[config.mk]
export PLATFORM = sky130hd
export DESIGN_NAME = sprite_sched_flat
export DESIGN_NICKNAME = d
export VERILOG_FILES = /design/src/rtl/sprite_sched_if.sv /design/src/rtl/sprite_sched.sv /design/src/flat_wrapper.sv
export SDC_FILE = /design/constraint.sdc
export NUM_CORES = 1
export LEC_CHECK = 0
export ABC_AREA = 0
export BUFFER_PORTS_ARGS = -buffer_cell sky130_fd_sc_hd__buf_2
export CAP_MARGIN = 15
export CORE_UTILIZATION = 35
export CTS_CLUSTER_SIZE = 14
export DETAILED_ROUTE_END_ITERATION = 6
export SYNTH_ARGS = -nofsm -noshare
export SYNTH_HDL_FRONTEND = slang
export SYNTH_SLANG_ARGS = --single-unit
[constraint.sdc]
create_clock -name clk -period 4 [get_ports clk]
set_input_delay 0.6 -clock clk [delete_from_list [all_inputs] [get_ports clk]]
set_output_delay 0.6 -clock clk [all_outputs]
set_load 0.01 [all_outputs]
[src/rtl/sprite_sched_if.sv]
// Host, frame-timing and sprite-core signals of the per-frame sprite sequencer.
// The master modport is the sequencer's view; the slave modport is the environment's view.
interface sprite_sched_if #(parameter int AW = 4);
  logic        frame_start;
  logic [15:0] player_x;
  logic [15:0] player_y;
  logic [6:0]  player_angle;
  logic [6:0]  sprite_count;
  logic        host_we;
  logic [AW-1:0] host_addr;
  logic [39:0] host_wdata;
  logic        host_wr_drop;
  logic [6:0]  angle_addr;
  logic [15:0] spr_map_pos_x;
  logic [15:0] spr_map_pos_y;
  logic [6:0]  smeta_waddr;
  logic [39:0] smeta_write_data;
  logic        smeta_write_en;
  logic        spr_start;
  logic        spr_done;
  logic        busy;
  logic        frame_done;
  logic        timeout_err;
  logic        overrun;

  modport master (
    input  frame_start, player_x, player_y, player_angle, sprite_count,
           host_we, host_addr, host_wdata, spr_done,
    output host_wr_drop, angle_addr, spr_map_pos_x, spr_map_pos_y,
           smeta_waddr, smeta_write_data, smeta_write_en, spr_start,
           busy, frame_done, timeout_err, overrun
  );

  modport slave (
    output frame_start, player_x, player_y, player_angle, sprite_count,
           host_we, host_addr, host_wdata, spr_done,
    input  host_wr_drop, angle_addr, spr_map_pos_x, spr_map_pos_y,
           smeta_waddr, smeta_write_data, smeta_write_en, spr_start,
           busy, frame_done, timeout_err, overrun
  );
endinterface

[src/rtl/sprite_sched.sv]
// Per-frame sprite sequencer: latch pose, upload sprite table, start the core, await done or timeout.
// Every output is registered; frame requests and host writes arriving mid-frame are dropped and flagged.
module sprite_sched #(
  parameter int MAX_SPRITES = 16,
  parameter int TIMEOUT     = 4095
) (
  input logic            clk,
  input logic            rst,
  sprite_sched_if.master bus
);
  localparam int AW = (MAX_SPRITES > 1) ? $clog2(MAX_SPRITES) : 1;
  localparam int CW = $clog2(TIMEOUT + 1);

  typedef enum logic [2:0] {IDLE, LATCH, UPLOAD, START, WAIT, DONE} state_t;

  state_t        state, state_nxt;
  logic [39:0]   tbl [MAX_SPRITES];
  logic [7:0]    n, n_nxt;
  logic [6:0]    idx, idx_nxt;
  logic [CW-1:0] cnt, cnt_nxt;
  logic [15:0]   pos_x, pos_x_nxt, pos_y, pos_y_nxt;
  logic [6:0]    angle, angle_nxt;
  logic          tmo_err, tmo_err_nxt;
  logic [6:0]    waddr, waddr_nxt;
  logic [39:0]   wdata, wdata_nxt;
  logic          we, we_nxt, start, start_nxt, busy_q, busy_nxt;
  logic          fdone, fdone_nxt, over, over_nxt, drop, drop_nxt;
  logic [AW-1:0] rd_idx;
  logic          idle;

  assign idle = (state == IDLE);

  always_ff @(posedge clk) begin
    if (rst) begin
      for (int k = 0; k < MAX_SPRITES; k++) tbl[k] <= '0;
    end else if (bus.host_we && idle && (32'(bus.host_addr) < MAX_SPRITES)) begin
      tbl[bus.host_addr] <= bus.host_wdata;
    end
  end

  always_comb begin
    state_nxt   = state;
    n_nxt       = n;
    idx_nxt     = idx;
    cnt_nxt     = cnt;
    pos_x_nxt   = pos_x;
    pos_y_nxt   = pos_y;
    angle_nxt   = angle;
    tmo_err_nxt = tmo_err;
    case (state)
      IDLE: begin
        if (bus.frame_start) begin
          pos_x_nxt   = bus.player_x;
          pos_y_nxt   = bus.player_y;
          angle_nxt   = bus.player_angle;
          n_nxt       = ({1'b0, bus.sprite_count} > 8'(MAX_SPRITES)) ?
                        8'(MAX_SPRITES) : {1'b0, bus.sprite_count};
          tmo_err_nxt = 1'b0;
          state_nxt   = LATCH;
        end
      end
      LATCH: begin
        idx_nxt   = '0;
        state_nxt = (n == 8'd0) ? DONE : UPLOAD;
      end
      UPLOAD: begin
        if ({1'b0, idx} == n - 8'd1) state_nxt = START;
        else idx_nxt = idx + 7'd1;
      end
      START: begin
        cnt_nxt   = '0;
        state_nxt = WAIT;
      end
      WAIT: begin
        // done wins over a coincident timeout; the counter runs TIMEOUT+1 WAIT cycles
        if (bus.spr_done) begin
          state_nxt = DONE;
        end else if (cnt == CW'(TIMEOUT)) begin
          tmo_err_nxt = 1'b1;
          state_nxt   = DONE;
        end else begin
          cnt_nxt = cnt + CW'(1);
        end
      end
      DONE:    state_nxt = IDLE;
      default: state_nxt = IDLE;
    endcase

    busy_nxt  = (state_nxt != IDLE);
    fdone_nxt = (state_nxt == DONE);
    start_nxt = (state_nxt == START);
    we_nxt    = (state_nxt == UPLOAD);
    rd_idx    = idx_nxt[AW-1:0];
    waddr_nxt = we_nxt ? idx_nxt : 7'd0;
    wdata_nxt = we_nxt ? tbl[rd_idx] : 40'd0;
    over_nxt  = bus.frame_start && !idle;
    drop_nxt  = bus.host_we && !idle;
  end

  always_ff @(posedge clk) begin
    if (rst) begin
      state   <= IDLE;
      n       <= '0;
      idx     <= '0;
      cnt     <= '0;
      pos_x   <= '0;
      pos_y   <= '0;
      angle   <= '0;
      tmo_err <= 1'b0;
      waddr   <= '0;
      wdata   <= '0;
      we      <= 1'b0;
      start   <= 1'b0;
      busy_q  <= 1'b0;
      fdone   <= 1'b0;
      over    <= 1'b0;
      drop    <= 1'b0;
    end else begin
      state   <= state_nxt;
      n       <= n_nxt;
      idx     <= idx_nxt;
      cnt     <= cnt_nxt;
      pos_x   <= pos_x_nxt;
      pos_y   <= pos_y_nxt;
      angle   <= angle_nxt;
      tmo_err <= tmo_err_nxt;
      waddr   <= waddr_nxt;
      wdata   <= wdata_nxt;
      we      <= we_nxt;
      start   <= start_nxt;
      busy_q  <= busy_nxt;
      fdone   <= fdone_nxt;
      over    <= over_nxt;
      drop    <= drop_nxt;
    end
  end

  assign bus.host_wr_drop     = drop;
  assign bus.angle_addr       = angle;
  assign bus.spr_map_pos_x    = pos_x;
  assign bus.spr_map_pos_y    = pos_y;
  assign bus.smeta_waddr      = waddr;
  assign bus.smeta_write_data = wdata;
  assign bus.smeta_write_en   = we;
  assign bus.spr_start        = start;
  assign bus.busy             = busy_q;
  assign bus.frame_done       = fdone;
  assign bus.timeout_err      = tmo_err;
  assign bus.overrun          = over;
endmodule

[src/flat_wrapper.sv]
// flat-port wrapper written by rule: the top's interface ports become plain ports
module sprite_sched_flat 
#(
  parameter int MAX_SPRITES = 16,
  parameter int TIMEOUT     = 4095
)
  (clk, rst, bus_frame_start, bus_player_x, bus_player_y, bus_player_angle, bus_sprite_count, bus_host_we, bus_host_addr, bus_host_wdata, bus_spr_done, bus_host_wr_drop, bus_angle_addr, bus_spr_map_pos_x, bus_spr_map_pos_y, bus_smeta_waddr, bus_smeta_write_data, bus_smeta_write_en, bus_spr_start, bus_busy, bus_frame_done, bus_timeout_err, bus_overrun);
  sprite_sched_if #(.AW((4))) bus_i ();
  input logic clk;
  input logic rst;
  input wire logic [$bits(bus_i.frame_start)-1:0] bus_frame_start;
  input wire logic [$bits(bus_i.player_x)-1:0] bus_player_x;
  input wire logic [$bits(bus_i.player_y)-1:0] bus_player_y;
  input wire logic [$bits(bus_i.player_angle)-1:0] bus_player_angle;
  input wire logic [$bits(bus_i.sprite_count)-1:0] bus_sprite_count;
  input wire logic [$bits(bus_i.host_we)-1:0] bus_host_we;
  input wire logic [$bits(bus_i.host_addr)-1:0] bus_host_addr;
  input wire logic [$bits(bus_i.host_wdata)-1:0] bus_host_wdata;
  input wire logic [$bits(bus_i.spr_done)-1:0] bus_spr_done;
  output wire logic [$bits(bus_i.host_wr_drop)-1:0] bus_host_wr_drop;
  output wire logic [$bits(bus_i.angle_addr)-1:0] bus_angle_addr;
  output wire logic [$bits(bus_i.spr_map_pos_x)-1:0] bus_spr_map_pos_x;
  output wire logic [$bits(bus_i.spr_map_pos_y)-1:0] bus_spr_map_pos_y;
  output wire logic [$bits(bus_i.smeta_waddr)-1:0] bus_smeta_waddr;
  output wire logic [$bits(bus_i.smeta_write_data)-1:0] bus_smeta_write_data;
  output wire logic [$bits(bus_i.smeta_write_en)-1:0] bus_smeta_write_en;
  output wire logic [$bits(bus_i.spr_start)-1:0] bus_spr_start;
  output wire logic [$bits(bus_i.busy)-1:0] bus_busy;
  output wire logic [$bits(bus_i.frame_done)-1:0] bus_frame_done;
  output wire logic [$bits(bus_i.timeout_err)-1:0] bus_timeout_err;
  output wire logic [$bits(bus_i.overrun)-1:0] bus_overrun;
  assign bus_i.frame_start = bus_frame_start;
  assign bus_i.player_x = bus_player_x;
  assign bus_i.player_y = bus_player_y;
  assign bus_i.player_angle = bus_player_angle;
  assign bus_i.sprite_count = bus_sprite_count;
  assign bus_i.host_we = bus_host_we;
  assign bus_i.host_addr = bus_host_addr;
  assign bus_i.host_wdata = bus_host_wdata;
  assign bus_i.spr_done = bus_spr_done;
  assign bus_host_wr_drop = bus_i.host_wr_drop;
  assign bus_angle_addr = bus_i.angle_addr;
  assign bus_spr_map_pos_x = bus_i.spr_map_pos_x;
  assign bus_spr_map_pos_y = bus_i.spr_map_pos_y;
  assign bus_smeta_waddr = bus_i.smeta_waddr;
  assign bus_smeta_write_data = bus_i.smeta_write_data;
  assign bus_smeta_write_en = bus_i.smeta_write_en;
  assign bus_spr_start = bus_i.spr_start;
  assign bus_busy = bus_i.busy;
  assign bus_frame_done = bus_i.frame_done;
  assign bus_timeout_err = bus_i.timeout_err;
  assign bus_overrun = bus_i.overrun;
  sprite_sched #(.MAX_SPRITES(MAX_SPRITES), .TIMEOUT(TIMEOUT)) u_core (.clk(clk), .rst(rst), .bus(bus_i));
endmodule
==> results of run 1 <==
## cell usage in the layout (no fill, tap or decap), types with 20 or more instances in the layout
| master | count |
|---|---|
| o22ai_1 | 78 |
| nand2_1 | 263 |
| and2_1 | 650 |
| nor2_1 | 107 |
| a221o_1 | 81 |
| mux2i_1 | 310 |
| o21ai_0 | 60 |
| clkbuf_1 | 20 |
| clkbuf_16 | 85 |
| a21oi_1 | 211 |
| buf_12 | 35 |
| o21ai_1 | 20 |
| buf_2 | 187 |
| mux2_2 | 78 |
| buf_4 | 63 |
| dfxtp_1 | 121 |
| nand4_1 | 46 |
| edfxtp_1 | 640 |
## state kept, by name, indices dropped and copies added, names as in the netlist
| register | flops |
|---|---|
| u_core.cnt | 12 |
| u_core.bus.angle_addr | 7 |
| u_core.bus.host_wr_drop | 1 |
| u_core.bus.spr_map_pos_y | 16 |
| u_core.bus.smeta_waddr | 7 |
| u_core.tbl | 640 |
| u_core.idx | 7 |
| u_core.bus.overrun | 1 |
| u_core.state | 3 |
| u_core.bus.smeta_write_data | 40 |
| u_core.bus.spr_map_pos_x | 16 |
| u_core.n | 7 |
| u_core.bus.smeta_write_en | 1 |
| u_core.bus.frame_done | 1 |
| u_core.bus.timeout_err | 1 |
| u_core.bus.busy | 1 |
| u_core.bus.spr_start | 1 |
## how the worst max path moves through the flow
stage,from,endpoint,depth (start not counted),slack [ns]
2_1_floorplan,u_core.n[0],u_core.bus.smeta_write_data[15],13,1.07
4_1_cts,u_core.n[0],u_core.bus.smeta_write_data[37],12,0.42
3_3_place_gp,u_core.n[2],u_core.bus.smeta_write_data[13],10,0.54
6_report,u_core.n[0],u_core.bus.smeta_write_data[11],12,0.42
5_1_grt,u_core.n[0],u_core.bus.smeta_write_data[38],12,0.17
3_5_place_dp,u_core.n[0],u_core.bus.smeta_write_data[37],12,0.47
## critical path, delay by kind of cell, from the launching register on
family / cells / cell delay, ns
adder cells (fa/ha/maj): 1 / 0.29
flip-flops: 1 / 0.46
AO/OA/AOI/OAI: 4 / 1.03
AND/OR/NAND/NOR: 4 / 0.81
buffers and inverters: 3 / 0.80
## stage by stage
stage	util	area [um^2]	setup WS (ns)	hold WS (ns)
6_report	0.408	42300	0.417	0.171
5_1_grt	0.408	42300	0.175	0.157
4_1_cts	0.408	42300	0.423	0.128
3_5_place_dp	0.380	39400	0.470	0.444
3_3_place_gp	0.380	39400	0.540	0.439
2_1_floorplan	-	36500	1.07	0.479
## cell type report
class                   count  area, um^2  share of cell area
multi-input cells        2066       13800               0.328
clock buffers             118        2380              0.0563
flip-flops and latches    762       21700               0.513
repair buffers            285        2110              0.0499
diodes                      4        10.0            0.000237
inverters                   7        26.3            0.000622
clock inverters            40         497              0.0118
well taps                1380        1730              0.0409
## power groups by stage
stage / Clock [mW] / Sequential [mW] / Combinational (mW)
2_1_floorplan: 0 / 9.23 / 1.49
6_report: 8.07 / 9.09 / 2.27
3_3_place_gp: 0 / 9.25 / 2.25
3_5_place_dp: 0 / 9.26 / 2.27
5_1_grt: 8.51 / 9.12 / 2.42
4_1_cts: 8.20 / 9.09 / 2.27
## routing by layer
metal  wire length, um  track usage  up-vias
li1                  -            -    11300
met1             47700        0.272    12500
met5                80            0        -
met3              7620       0.0343      198
met2             54900        0.354      921
met4              3150       0.0707       12
## cell families (layout without fill, tap and decap cells)
family,after synthesis,in the layout
compound gates,486,486
xor+xnor,18,18
buf+inv,273,450
fa+ha+maj,4,4
mux,390,390
simple gates,1168,1168
flops,762,762
other cells,0,4
==> results_dict.tcl, run 1 <==
set metrics [dict create \
    drive_gt1_frac 0.171 \
    synthTopCellsByCount "and2_1 (652), edfxtp_1 (640), mux2i_1 (310)" \
    syn2layout_area_growth_pct 15.7 \
    finalPower_mw 19.4 \
    die_w_um 325 \
    place_hpwl_mm 62.9 \
    synth_compound_area_frac 0.0847 \
    firstDrtPassIters 7 \
    r2r_cells 12 \
    fillers 9635 \
    fin_tns_setup_ns 0 \
    hp-class "input pin to flop" \
    syn_area_per_cell_um2 11.8 \
    finalNonFillerCells 4662 \
    initial_core_util 0.353 \
    cts-root-buf "clkbuf_16" \
    reg2reg_to "u_core.bus.smeta_write_data[11]" \
    drc 1 \
    end_kind "flop" \
    max-slew-margin-rel 0.265 \
    via_count 25000 \
    cts-buffers-inserted 85 \
    wl_mm 113 \
    worstPathCellList "inv_1, ha_1, o21ba_1, a221oi_2, o211ai_2, nor3_1, nand2b_1, inv_2, nand3b_1, buf_4, a221o_1, nand4_1" \
    die_y_um 325 \
    cap_violations 0 \
    grt_start_max_net_pins 87 \
    min_period_ns 3.58 \
    p_leak_nw 15.4 \
    max_stage_delay_ns 0.58 \
    worst_pin_slew_ns 1.10 \
    p_sw_mw 4.96 \
    first_global_vias 24600 \
    cts_buffer_depth 3 \
    yosysWarnings 0 \
    antenna_left 0 \
    viasPerCell 5.36 \
    ir_drop_uv 291 \
    first_iter_violations 2222 \
    worstSetupStartpointType "flop" \
    gp_congestion 0.790 \
    worstSetupPathType "flop to flop" \
    sequentialPowerShare 0.468 \
    clkLatencyLatePin_ns 0.66 \
    port-buffer-count 187 \
    ys_seq_elements 762 \
    nNetsFinal 3306 \
    pin_count 188 \
    cts.sinks 762 \
    whs_endpoint "u_core.bus.spr_map_pos_y[10]" \
    p_sw_frac 0.255 \
    yosys.area.top_type "edfxtp_1" \
    crit_path_max_fanout 40 \
    synthCells 3101 \
    grt_usage 0.210 \
    p_int_mw 14.5 \
    yosys.area_share.adder 0.00137 \
    synthXorXnorAreaFrac 0.00431 \
    cellPowerDensity_nw_per_um2 460 \
    wl_per_cell_um 24.3 \
    synthMuxAreaShare 0.110 \
    grt_pass1_wl_mm 165 \
    clock-skew-final_ns 0.0201 \
    synth-async-reset-ratio 0 \
    p_comb_frac 0.117 \
    ys_types 64 \
    p_clk_frac 0.415 \
    fin_crit_sh 0.896 \
    cts_resized 0 \
    rows 118 \
    rsz0062_at_grt "false" \
    worstReg2RegStart "u_core.n[0]" \
    synthTopCellsByArea "edfxtp_1 (53%), and2_1 (11%), mux2i_1 (8.5%)" \
    synthFlopType "edfxtp_1" \
    ctsHoldBuffers 0 \
    synthSimpleGateAreaFrac 0.174 \
    dieArea_um2 106000 \
    violations "DRC" \
    syn_area_um2 36500 \
    r2r_setup_slack_ns 0.42 \
    slew_viol_final 0 \
    dp_cells 4500 \
    hold_violations 0 \
    htreeDepth 3 \
    cp.arrival_ns 4.12 \
    yosysMostFrequentCell "and2_1" \
    synth_top_family_by_area "simple AND/OR/NAND/NOR gates" \
    tritoncts "built" \
    status "finished with violations" \
    hold_depth 3 \
    setup_viol 0 \
    yosysSeqAreaShare 0.593 \
    cp_slowest_cell "buf_4" \
    worstPathRequired_ns 4.53 \
    synth_edf_count 640 \
    hold_path.startpoint "bus_player_y[10]" \
    syn_nets 3200 \
    grt_overflow 0 \
    fmax_ghz 0.279 \
    cts.reportedPaths.clkPinSlew_ns 0.06 \
    synth.top_cell.area_share 0.526 \
    core_area_um2 103000 \
    post_cts_buffers 0 \
    antenna_found_initial 17 \
]
(Power assumes the default switching activity.)
==> inputs of run 2 (changes only) <==
- CTS_BUF_LIST: default -> sky130_fd_sc_hd__clkbuf_2
- clock period: 4 -> 3.4 ns (I/O delays scaled with it)
==> run 2 against run 1 <==
Compared with the run above:
- the flow now finishes without violations
- non-clock buffer count is 328 higher
- final cell count rose by 11%
- utilization up 2.4 points
- sequential cell count is the same
- highest routed layer unchanged
- sequential share of layout area shrank 2.9 points
- critical path type unchanged
- register-to-register slack got worse by 0.21 ns
- largest power group unchanged
- setup slack lost 0.21 ns
- clock power shrank 19%
- largest cell class unchanged
==> results_dict.tcl, run 2 (same netlist as run 1, synthesis figures left out) <==
set metrics [dict create \
    rsz0062_at_grt "false" \
    place_hpwl_mm 66.0 \
    top_register "u_core.tbl" \
    dieArea_um2 106000 \
    slew_viol_final 0 \
    drive_gt1_frac 0.212 \
    clock-skew-final_ns 0.0989 \
    max-slew-margin-rel 0.344 \
    fmax_ghz 0.313 \
    status "complete, no violations" \
    core_area_um2 103000 \
    wl_mm 121 \
    pre_cts_ws_ns 0.0515 \
    first_iter_violations 2076 \
    min_period_ns 3.19 \
    cts.reportedPaths.clkPinSlew_ns 0.10 \
    ir_drop_uv 232 \
    viasPerCell 5.27 \
    dp_cells 4537 \
    setup_viol 0 \
    grt_pass1_wl_mm 179 \
    wl_per_cell_um 23.2 \
    largest_reg_flops 640 \
    tritoncts "built" \
    drc 0 \
    utilization 0.433 \
    cts.sinks 762 \
    final_common_cell "and2_1" \
    die_w_um 325 \
    antenna_left 0 \
    crit_path_max_fanout 22 \
    nNetsFinal 3749 \
    end_kind "flop" \
    rows 118 \
    fin_crit_sh 0.939 \
    worstSetupStartpointType "flop" \
    cellPowerDensity_nw_per_um2 456 \
    worstPathRequired_ns 4.76 \
    cts_buffer_depth 3 \
    port-buffer-count 187 \
    die_y_um 325 \
    finalPower_mw 20.4 \
    grt_overflow 0 \
    setup_slack_ns 0.208 \
    final_cell_mix "and2_1 (650), edfxtp_1 (640), clkbuf_2 (314), mux2i_1 (310), dlygate4sd3_1 (282)" \
    syn2layout_area_growth_pct 22.5 \
    worstSetupPathType "flop to flop" \
    pin_count 188 \
    cts-buffers-inserted 198 \
    cp.arrival_ns 4.55 \
    hold_violations 0 \
    cts-root-buf "clkbuf_2" \
    htreeDepth 4 \
    initial_core_util 0.353 \
    finalNonFillerCells 5194 \
    grt_start_max_net_pins 81 \
    grt_usage 0.225 \
    fin_tns_setup_ns 0 \
    hp-class "input pin to flop" \
    p_leak_nw 17.0 \
    first_global_vias 28000 \
    clkLatencyLatePin_ns 1.48 \
    cap_violations 0 \
    gp_congestion 0.795 \
    firstDrtPassIters 6 \
    worst_pin_slew_ns 0.984 \
    via_count 27400 \
    antenna_found_initial 7 \
]
-- run 2: cell types whose count changed in the layout (fill, tap and decap cells not counted), sizes merged --
cell | before | now
bufinv | 8 | 2
a211o | 1 | 2
or3 | 3 | 4
clkinvlp | 4 | 5
dlygate4sd3 | 0 | 282
clkinv | 22 | 37
diode | 4 | 2
clkbuf | 118 | 315
buf | 285 | 330
inv | 13 | 11
-- run 2: final cells by class --
| type | count | area [um^2] |
|---|---|---|
| Multi-Input combinational cell | 2068 | 13900 |
| Fill cell | 9648 | 58700 |
| Clock buffer | 314 | 1570 |
| Clock inverter | 48 | 279 |
| Sequential cell | 762 | 21700 |
| Antenna cell | 2 | 5.00 |
| Timing Repair Buffer | 613 | 5590 |
| Inverter | 7 | 26.3 |
| Tap cell | 1380 | 1730 |
-- run 2: per-layer routing --
layer	vias up	share of wire	GRT usage
met3	285	0.063	0.0420
met4	10	0.037	0.101
met1	13600	0.41	0.275
met2	1081	0.49	0.385
met5	-	0.00060	0
li1	12400	-	-
-- run 2: metrics by stage --
| stage | area, um^2 | hold slack [ns] |
|---|---|---|
| floorplan | 36500 | 0.479 |
| global placement | 39900 | 0.439 |
| detailed placement | 39900 | 0.443 |
| CTS | 44600 | 0.000813 |
| global route | 44800 | 0.0904 |
| finish | 44800 | 0.170 |
-- run 2: power by group --
part	switching (mW)	leakage, nW	internal (mW)
clock	3.94	1.42	2.61
combinational	1.85	7.95	1.34
sequential	0.191	7.61	10.5
total	5.98	17.0	14.4
-- run 2: critical path, stage by stage (launching register included) --
cell and delay (ns):
dfxtp_1 0.36, inv_1 0.06, ha_1 0.25, o21ba_1 0.20
a221oi_2 0.32, o211ai_2 0.15, buf_4 0.20, a211oi_1 0.27
buf_4 0.21, or3_4 0.24, buf_12 0.22, buf_12 0.14
nor2_1 0.04, o21ai_0 0.24, nand4_1 0.15
-- run 2: final timing paths --
check / from / end / slack [ns] / cells after the start
max: u_core.n[1] / u_core.bus.smeta_write_data[0] / 0.21 / 14
min: bus_frame_start / u_core.bus.timeout_err / 0.17 / 4
max reg2reg: u_core.n[1] / u_core.bus.smeta_write_data[0] / 0.21 / 14
min reg2reg: u_core.cnt[11] / u_core.cnt[11] / 0.52 / 2
-- run 2: repair_timing --
action / 4_1_cts / 5_1_grt
endpoints found under the setup margin: 2 / 30
hold buffers: 282 / 0
cloned: 1 / 2
endpoints found under the hold margin: 893 / 0
setup buffers: 0 / 8
gates resized for setup: 4 / 17
pin swaps: 1 / 3
